File: config.mk
export PLATFORM = sky130hd
export DESIGN_NAME = noc_rr_arbiter_n
export DESIGN_NICKNAME = d
export VERILOG_FILES = /design/src/rtl/noc_rr_arbiter_n.sv
export SDC_FILE = /design/constraint.sdc
export NUM_CORES = 1
export LEC_CHECK = 0
export CORE_ASPECT_RATIO = 0.5
export CORE_MARGIN = 5
export CORE_UTILIZATION = 47
export DETAILED_ROUTE_END_ITERATION = 10
export PLACE_DENSITY = 0.73
export SLEW_MARGIN = 20
export SYNTH_ARGS = -nofsm -noshare
export SYNTH_HDL_FRONTEND = slang
export SYNTH_SLANG_ARGS = --single-unit
File: constraint.sdc
create_clock -name clk -period 4.45 [get_ports clk]
set_clock_uncertainty 0.2 [all_clocks]
set_input_delay 1.1125 -clock clk [delete_from_list [all_inputs] [get_ports clk]]
set_output_delay 1.1125 -clock clk [all_outputs]
set_load 0.01 [all_outputs]
File: src/rtl/noc_rr_arbiter_n.sv
// Generic circular FIFO: registered storage, head visible the edge after push.
// Caller must not push when full unless popping in the same cycle.
module noc_fifo #(
    parameter int WIDTH = 11,
    parameter int DEPTH = 4,
    parameter int CW    = $clog2(DEPTH) + 1
) (
    input  logic             clk,
    input  logic             rst_n,
    input  logic             push_vld,
    input  logic [WIDTH-1:0] push_dat,
    input  logic             pop_vld,
    output logic [WIDTH-1:0] head_dat,
    output logic [CW-1:0]    count
);
    localparam int AW = $clog2(DEPTH);

    logic [WIDTH-1:0] mem [DEPTH];
    logic [AW-1:0]    wr_ptr;
    logic [AW-1:0]    rd_ptr;

    assign head_dat = mem[rd_ptr];

    // Power-of-two depth lets the pointers wrap by plain overflow.
    always_ff @(posedge clk or negedge rst_n) begin
        if (!rst_n) begin
            for (int i = 0; i < DEPTH; i++) mem[i] <= '0;
            wr_ptr <= '0;
            rd_ptr <= '0;
            count  <= '0;
        end else begin
            if (push_vld) begin
                mem[wr_ptr] <= push_dat;
                wr_ptr      <= wr_ptr + AW'(1);
            end
            if (pop_vld) rd_ptr <= rd_ptr + AW'(1);
            if (push_vld && !pop_vld)      count <= count + CW'(1);
            else if (!push_vld && pop_vld) count <= count - CW'(1);
        end
    end
endmodule

// NUM_IN-way round-robin / fixed-priority flit arbiter feeding an output FIFO.
// One-cycle latency to out_data; in_ready drops only when the FIFO is full and not popping.
module noc_rr_arbiter_n #(
    parameter int NUM_IN = 5,
    parameter int WIDTH  = 11,
    parameter int DEPTH  = 4,
    parameter int MODE   = 0
) (
    input  logic                      clk,
    input  logic                      rst_n,
    input  logic [NUM_IN-1:0]         in_valid,
    input  logic [NUM_IN*WIDTH-1:0]   in_data,
    output logic [NUM_IN-1:0]         in_ready,
    output logic                      out_valid,
    output logic [WIDTH-1:0]          out_data,
    input  logic                      out_ready,
    output logic [$clog2(NUM_IN)-1:0] grant_id,
    output logic [$clog2(DEPTH):0]    fifo_count
);
    localparam int GW = $clog2(NUM_IN);
    localparam int CW = $clog2(DEPTH) + 1;

    logic [WIDTH-1:0] flit [NUM_IN];
    logic [GW-1:0]    rr_ptr;
    logic [GW-1:0]    base;
    logic [GW-1:0]    win_idx;
    logic [GW:0]      cand;
    logic             win_vld;
    logic             space;
    logic             accept;
    logic             pop;

    for (genvar i = 0; i < NUM_IN; i++) begin : g_unpack
        assign flit[i] = in_data[i*WIDTH +: WIDTH];
    end

    assign base  = (MODE == 0) ? rr_ptr : '0;
    assign pop   = out_valid && out_ready;
    assign space = (fifo_count < CW'(DEPTH)) || pop;

    // Scan from base upward with wrap; the first requester wins.
    always_comb begin
        win_vld = 1'b0;
        win_idx = '0;
        cand    = '0;
        for (int k = 0; k < NUM_IN; k++) begin
            cand = {1'b0, base} + (GW+1)'(k);
            if (cand >= (GW+1)'(NUM_IN)) cand = cand - (GW+1)'(NUM_IN);
            if (!win_vld && in_valid[cand[GW-1:0]]) begin
                win_vld = 1'b1;
                win_idx = cand[GW-1:0];
            end
        end
    end

    assign accept = rst_n && space && win_vld;

    always_comb begin
        in_ready = '0;
        if (accept) in_ready[win_idx] = 1'b1;
    end

    always_ff @(posedge clk or negedge rst_n) begin
        if (!rst_n) begin
            rr_ptr   <= '0;
            grant_id <= '0;
        end else if (accept) begin
            grant_id <= win_idx;
            if (MODE == 0)
                rr_ptr <= (win_idx == GW'(NUM_IN-1)) ? '0 : win_idx + GW'(1);
        end
    end

    noc_fifo #(
        .WIDTH (WIDTH),
        .DEPTH (DEPTH),
        .CW    (CW)
    ) u_fifo (
        .clk      (clk),
        .rst_n    (rst_n),
        .push_vld (accept),
        .push_dat (flit[win_idx]),
        .pop_vld  (pop),
        .head_dat (out_data),
        .count    (fifo_count)
    );

    assign out_valid = (fifo_count != '0);
endmodule

==> flow_summary.yaml, run 1 <==
outcome:
  status: "complete, but fails checks"
  violations: "setup timing"
route:
  drt-wirelength-per-cell_um: 19.92
  dr.pass1.iters: 5
  drc: 0
  postRouteAntennaNets: 0
  viasPerCell: 6.008
  vias: 4518
  wl_um: 14980
  drtIter0Drc: 359
clock_tree:
  hold_buffers: 0
  clock_path_buffers: 2
  htreeDepth: 3
  clk_latency_ns: 0.32
  cts_buffers: 9
  cts-root-buf: "clkbuf_16"
  clkSinkCount: 57
  cts_tree: "built"
  clk_pin_slew_ns: 0.05
sta:
  worst_pin_slew_ns: 0.8299
  fin_ws_ns: -0.2610
  fmax_ghz: 0.2123
  period_share_pct: 105.9
  finalCriticalPeriod_ns: 4.711
  hold_violations: 0
  slew_headroom_pct: 44.67
  slew_violations: 0
  rsz0062_at_grt: "yes"
  setup_violations: 5
logic_synthesis:
  synth_top_area_share_pct: 28.85
  synth.most_common_cell: "dfrtp_1"
  syn_inst: 439
  netlist_area_mm2: 0.004945
  synth_top_cells_by_count: "dfrtp_1 (57), mux2_2 (54), a221o_1 (44), nand2_1 (17)"
  synth_area_leader_cell: "dfrtp_1"
  syn_nets: 519
  synth.area.top_cells: "dfrtp_1 (29%), mux2_2 (12%), a221o_1 (8.9%), mux4_2 (5.5%), mux2_4 (4.9%)"
  synth_edf_count: 0
  yosys_warnings: 0
  synth-seq-area-share_pct: 28.85
  syn_area_per_cell_um2: 11.26
  synth_cell_types: 80
  synthFlopType: "dfrtp_1"
  async_reset_ff_share_pct: 100.0
  ys_ff_latch: 57
setup_path:
  r2r_start: "base[0]"
  critPathRequiredTime_ns: 3.14
  startpoint: "in_valid[4]"
  crit_arrival_ns: 3.40
  endpoint: "in_ready[3]"
  startpoint_type: "input port"
  critical_path_class: "in2out"
  cp_max_fo: 7
  reg2reg_slack_ns: 0.16
  ff2ff_path_depth: 15
  cp-end-kind: "output pin"
  r2r_end: "u_fifo.mem[39]"
cells_and_area:
  final_area_mm2: 0.007084
  drive_gt1_share_pct: 44.77
  fillers: 761
  antenna_cells: 0
  nets: 687
  final_util_pct: 69.13
  area_growth_syn_to_layout_pct: 43.27
die:
  die-area_mm2: 0.01280
  io_pins: 86
  die_w_um: 155.1
  core_area_mm2: 0.01025
  initial_utilization_pct: 48.25
  num_rows: 26
  die_height_um: 82.53
placed_design:
  gp_congestion: 0.8698
  portBuffers: 85
  place_area_mm2: 0.006472
  dp_hpwl_um: 10420
run:
  cap_violations: 0
worst_hold_path:
  hold_path.class: "reg2reg"
global_routing:
  grt_pass1_wl_um: 23950
  grt_pass1_vias: 4616
  grt_max_degree: 58
  antenna_found_initial: 0
  grt_overflow: 0
  track_usage_pct: 23.43
==> kinds of logic after synthesis <==
logic type      after synthesis  share of synthesized area, %
compound gates              128                         23.53
xor+xnor                      7                         1.240
fa+ha+maj                    17                         4.605
buf+inv                      47                         6.376
flops                        57                         28.85
mux                          88                         24.42
simple gates                 95                         10.98
==> registers in the layout, indices dropped and copies added (netlist names) <==
signal,count
u_fifo.wr_ptr,2
grant_id,3
u_fifo.rd_ptr,2
u_fifo.mem,44
base,3
u_fifo.count,3
==> critical path: stages <==
cell and delay (ns):
clkdlybuf4s50_1 0.44, buf_6 0.16, and3_1 0.18, a31o_2 0.27, a211o_1 0.27, buf_4 0.17, or3_4 0.38, o21ai_4 0.09
inv_4 0.07, nor3_4 0.10, buf_2 0.15
==> placed cells by master (no fill, tap or decap), drive strengths merged, types with 14 or more instances in the layout <==
| cell | count |
|---|---|
| dfrtp | 57 |
| clkdlybuf4s50 | 75 |
| ha | 15 |
| buf | 106 |
| nand2 | 21 |
| inv | 19 |
| mux2 | 70 |
| and2 | 16 |
| a221o | 44 |
| o21ai | 14 |
| nor2 | 18 |
==> area by class of cell <==
cell class	count	area, um2	area share, %
clock buffers	10	239.0	3.373
clock inverters	6	42.54	0.6005
inverters	18	82.58	1.166
multi-input cells	335	3443	48.60
flip-flops and latches	57	1429	20.17
well taps	140	175.2	2.473
repair buffers	186	1673	23.61
==> through the flow <==
stage	hold slack [ns]	setup WS, ns	cells	setup TNS (ns)
after floorplan	0.3162	-0.05893	439	-0.08624
after global placement	0.2721	-0.8573	722	-18.49
after detailed placement	0.2785	-0.9272	722	-21.92
after CTS	0.2877	-0.3181	746	-1.516
after global routing	0.3203	-0.4011	752	-1.979
final	0.2876	-0.2610	752	-1.268
==> what timing repair did <==
item                       in CTS  in global routing
resized for setup              52                 24
setup endpoints to repair      39                 38
cloned                          0                  1
buffers inserted               10                  5
pin swaps                      11                  8
==> worst min-delay path by stage <==
| stage | depth (start not counted) | slack [ns] | endpoint | start |
|---|---|---|---|---|
| detailed placement | 2 | 0.28 | grant_id[1] | grant_id[1] |
| floorplan | 2 | 0.32 | grant_id[0] | grant_id[0] |
| global placement | 2 | 0.27 | grant_id[1] | grant_id[1] |
| CTS | 2 | 0.29 | grant_id[1] | grant_id[1] |
| finish | 2 | 0.29 | grant_id[1] | grant_id[1] |
| global route | 2 | 0.32 | grant_id[1] | grant_id[1] |
==> layer usage <==
metal  wire (um)  GRT usage, %  part of all wire [%]
met1        6272         28.66                    42
met2        7521         42.73                    50
met3         933         4.321                   6.2
met4         250         7.401                   1.7
met5           0             0                     0
Power of run 1 is not shown: default switching activity piles up to over one toggle a cycle in this logic, so the estimate is an artifact.
==> run 2: changes to the inputs <==
--- a/config.mk
+++ b/config.mk
@@ -7,9 +7,9 @@
 export LEC_CHECK = 0
 export CORE_ASPECT_RATIO = 0.5
 export CORE_MARGIN = 5
-export CORE_UTILIZATION = 47
+export CORE_UTILIZATION = 44
 export DETAILED_ROUTE_END_ITERATION = 10
-export PLACE_DENSITY = 0.73
+export PLACE_DENSITY = 0.69
 export SLEW_MARGIN = 20
 export SYNTH_ARGS = -nofsm -noshare
 export SYNTH_HDL_FRONTEND = slang
==> flow_summary.yaml, run 2 (synthesis gave the netlist of run 1 again) <==
route:
  viasPerCell: 5.969
  drc: 0
  dr.pass1.iters: 4
  drt-wirelength-per-cell_um: 20.18
  drtIter0Drc: 338
  postRouteAntennaNets: 0
  wl_um: 15200
  vias: 4495
cells_and_area:
  nets: 683
  area_growth_syn_to_layout_pct: 42.94
  drive_gt1_share_pct: 44.24
  antenna_cells: 0
  layout_commonest_cell: "buf_4"
  top_register: "u_fifo.mem"
  largest_register_ffs: 44
  mostFrequentLayoutCells: "buf_4 (88), clkdlybuf4s50_1 (74), mux2_2 (54), dfrtp_1 (54), a221o_1 (44)"
clock_tree:
  cts-root-buf: "clkbuf_16"
  cts_buffers: 9
  htreeDepth: 3
  clk_latency_ns: 0.33
  clk_pin_slew_ns: 0.05
  clkSinkCount: 57
  clock_path_buffers: 2
  cts_tree: "built"
die:
  io_pins: 86
  die_height_um: 84.96
  core_area_mm2: 0.01098
  initial_utilization_pct: 45.04
  die_w_um: 159.9
  die-area_mm2: 0.01359
  num_rows: 27
global_routing:
  grt_pass1_wl_um: 24260
  grt_overflow: 0
  antenna_found_initial: 0
  track_usage_pct: 22.14
  grt_pass1_vias: 4591
  grt_max_degree: 58
outcome:
  status: "complete, but fails checks"
  violations: "setup timing"
setup_path:
  startpoint_type: "flop"
  cp_cell_sequence: "buf_4 > fa_2 > buf_6 > o211ai_1 > a2bb2oi_2 > buf_4 > a311oi_4 > a41oi_2 > o211a_1 > or2_4 > nor3_4 > buf_2"
  cp-end-kind: "output pin"
  path_common_cell: "buf_4"
  cpPeakStageDelay_ns: 0.46
  path_delay_family: "compound AO/OA/AOI/OAI gates"
  critical_path_class: "reg2out"
  cp_max_fo: 7
  slowest_stage: "fa_2"
  crit_arrival_ns: 3.46
  path_buf_inv: 4
  critPathRequiredTime_ns: 3.14
sta:
  tns_ns: -1.401
  rsz0062_at_grt: "yes"
  setup_violations: 5
  hold_violations: 0
  fin_ws_ns: -0.3203
  slew_headroom_pct: 50.90
  slew_violations: 0
  fmax_ghz: 0.2096
  period_share_pct: 107.2
  finalCriticalPeriod_ns: 4.770
  worst_pin_slew_ns: 0.7366
worst_hold_path:
  hold_path.class: "reg2reg"
run:
  cap_violations: 0
placed_design:
  dp_hpwl_um: 10770
  gp_congestion: 0.9125
  portBuffers: 85
-- run 2: worst paths after layout --
path | slack [ns] | cells past startpoint | to | startpoint
max | -0.32 | 12 | in_ready[3] | base[1]
max in group asynchronous | 2.70 | 2 | base[2] | rst_n
min reg2reg | 0.28 | 2 | grant_id[1] | grant_id[1]
min | 0.28 | 2 | grant_id[1] | grant_id[1]
max reg2reg | 0.16 | 15 | u_fifo.mem[41] | base[1]
min in group asynchronous | 0.81 | 2 | grant_id[2] | rst_n
-- run 2: routing by layer --
layer	global-route usage [%]	routed length, um	vias to the layer above
li1	-	-	2068
met1	27.80	6425	2242
met2	39.31	7545	161
met3	3.736	909	24
met4	7.104	314	0
met5	0	0	-
-- run 2: what timing repair did --
item / in CTS / in global routing
endpoints found under the setup margin: 42 / 42
hold buffers: 0 / 0
resized for setup: 53 / 12
buffers inserted: 5 / 1
pin swaps: 9 / 8
gates cloned: 0 / 1
-- run 2: final cells by class --
cell class / instances / area, um2
fill: 870 / 3911
multi-input combinational: 335 / 3420
timing repair buffer: 182 / 1624
sequential: 57 / 1430
clock buffer: 11 / 252.7
tap: 145 / 181.4
inverter: 18 / 82.58
clock inverter: 5 / 77.57
-- run 2: worst register-to-register path: cells and delay by family, from the launching register on --
| kind | cells | cell delay (ns) |
|---|---|---|
| AOI/OAI and AO/OA | 5 | 1.18 |
| DFF | 1 | 0.44 |
| adders and majority gates | 1 | 0.46 |
| muxes | 1 | 0.39 |
| buffers and inverters | 6 | 0.97 |
| and+or+nand+nor | 2 | 0.53 |
-- run 2: through the flow --
step / setup slack (ns) / cell area, um2 / util (%) / hold slack, ns / std cells
CTS: -0.3250 / 6984 / 63.61 / 0.2850 / 751
global placement: -0.8696 / 6501 / 59.21 / 0.2656 / 730
floorplan: -0.05893 / 5036 / - / 0.3162 / 439
detailed placement: -0.9420 / 6501 / 59.21 / 0.2739 / 730
global route: -0.4598 / 7068 / 64.38 / 0.3372 / 753
finish: -0.3203 / 7068 / 64.38 / 0.2771 / 753
Power of run 2 is left out for the same reason.
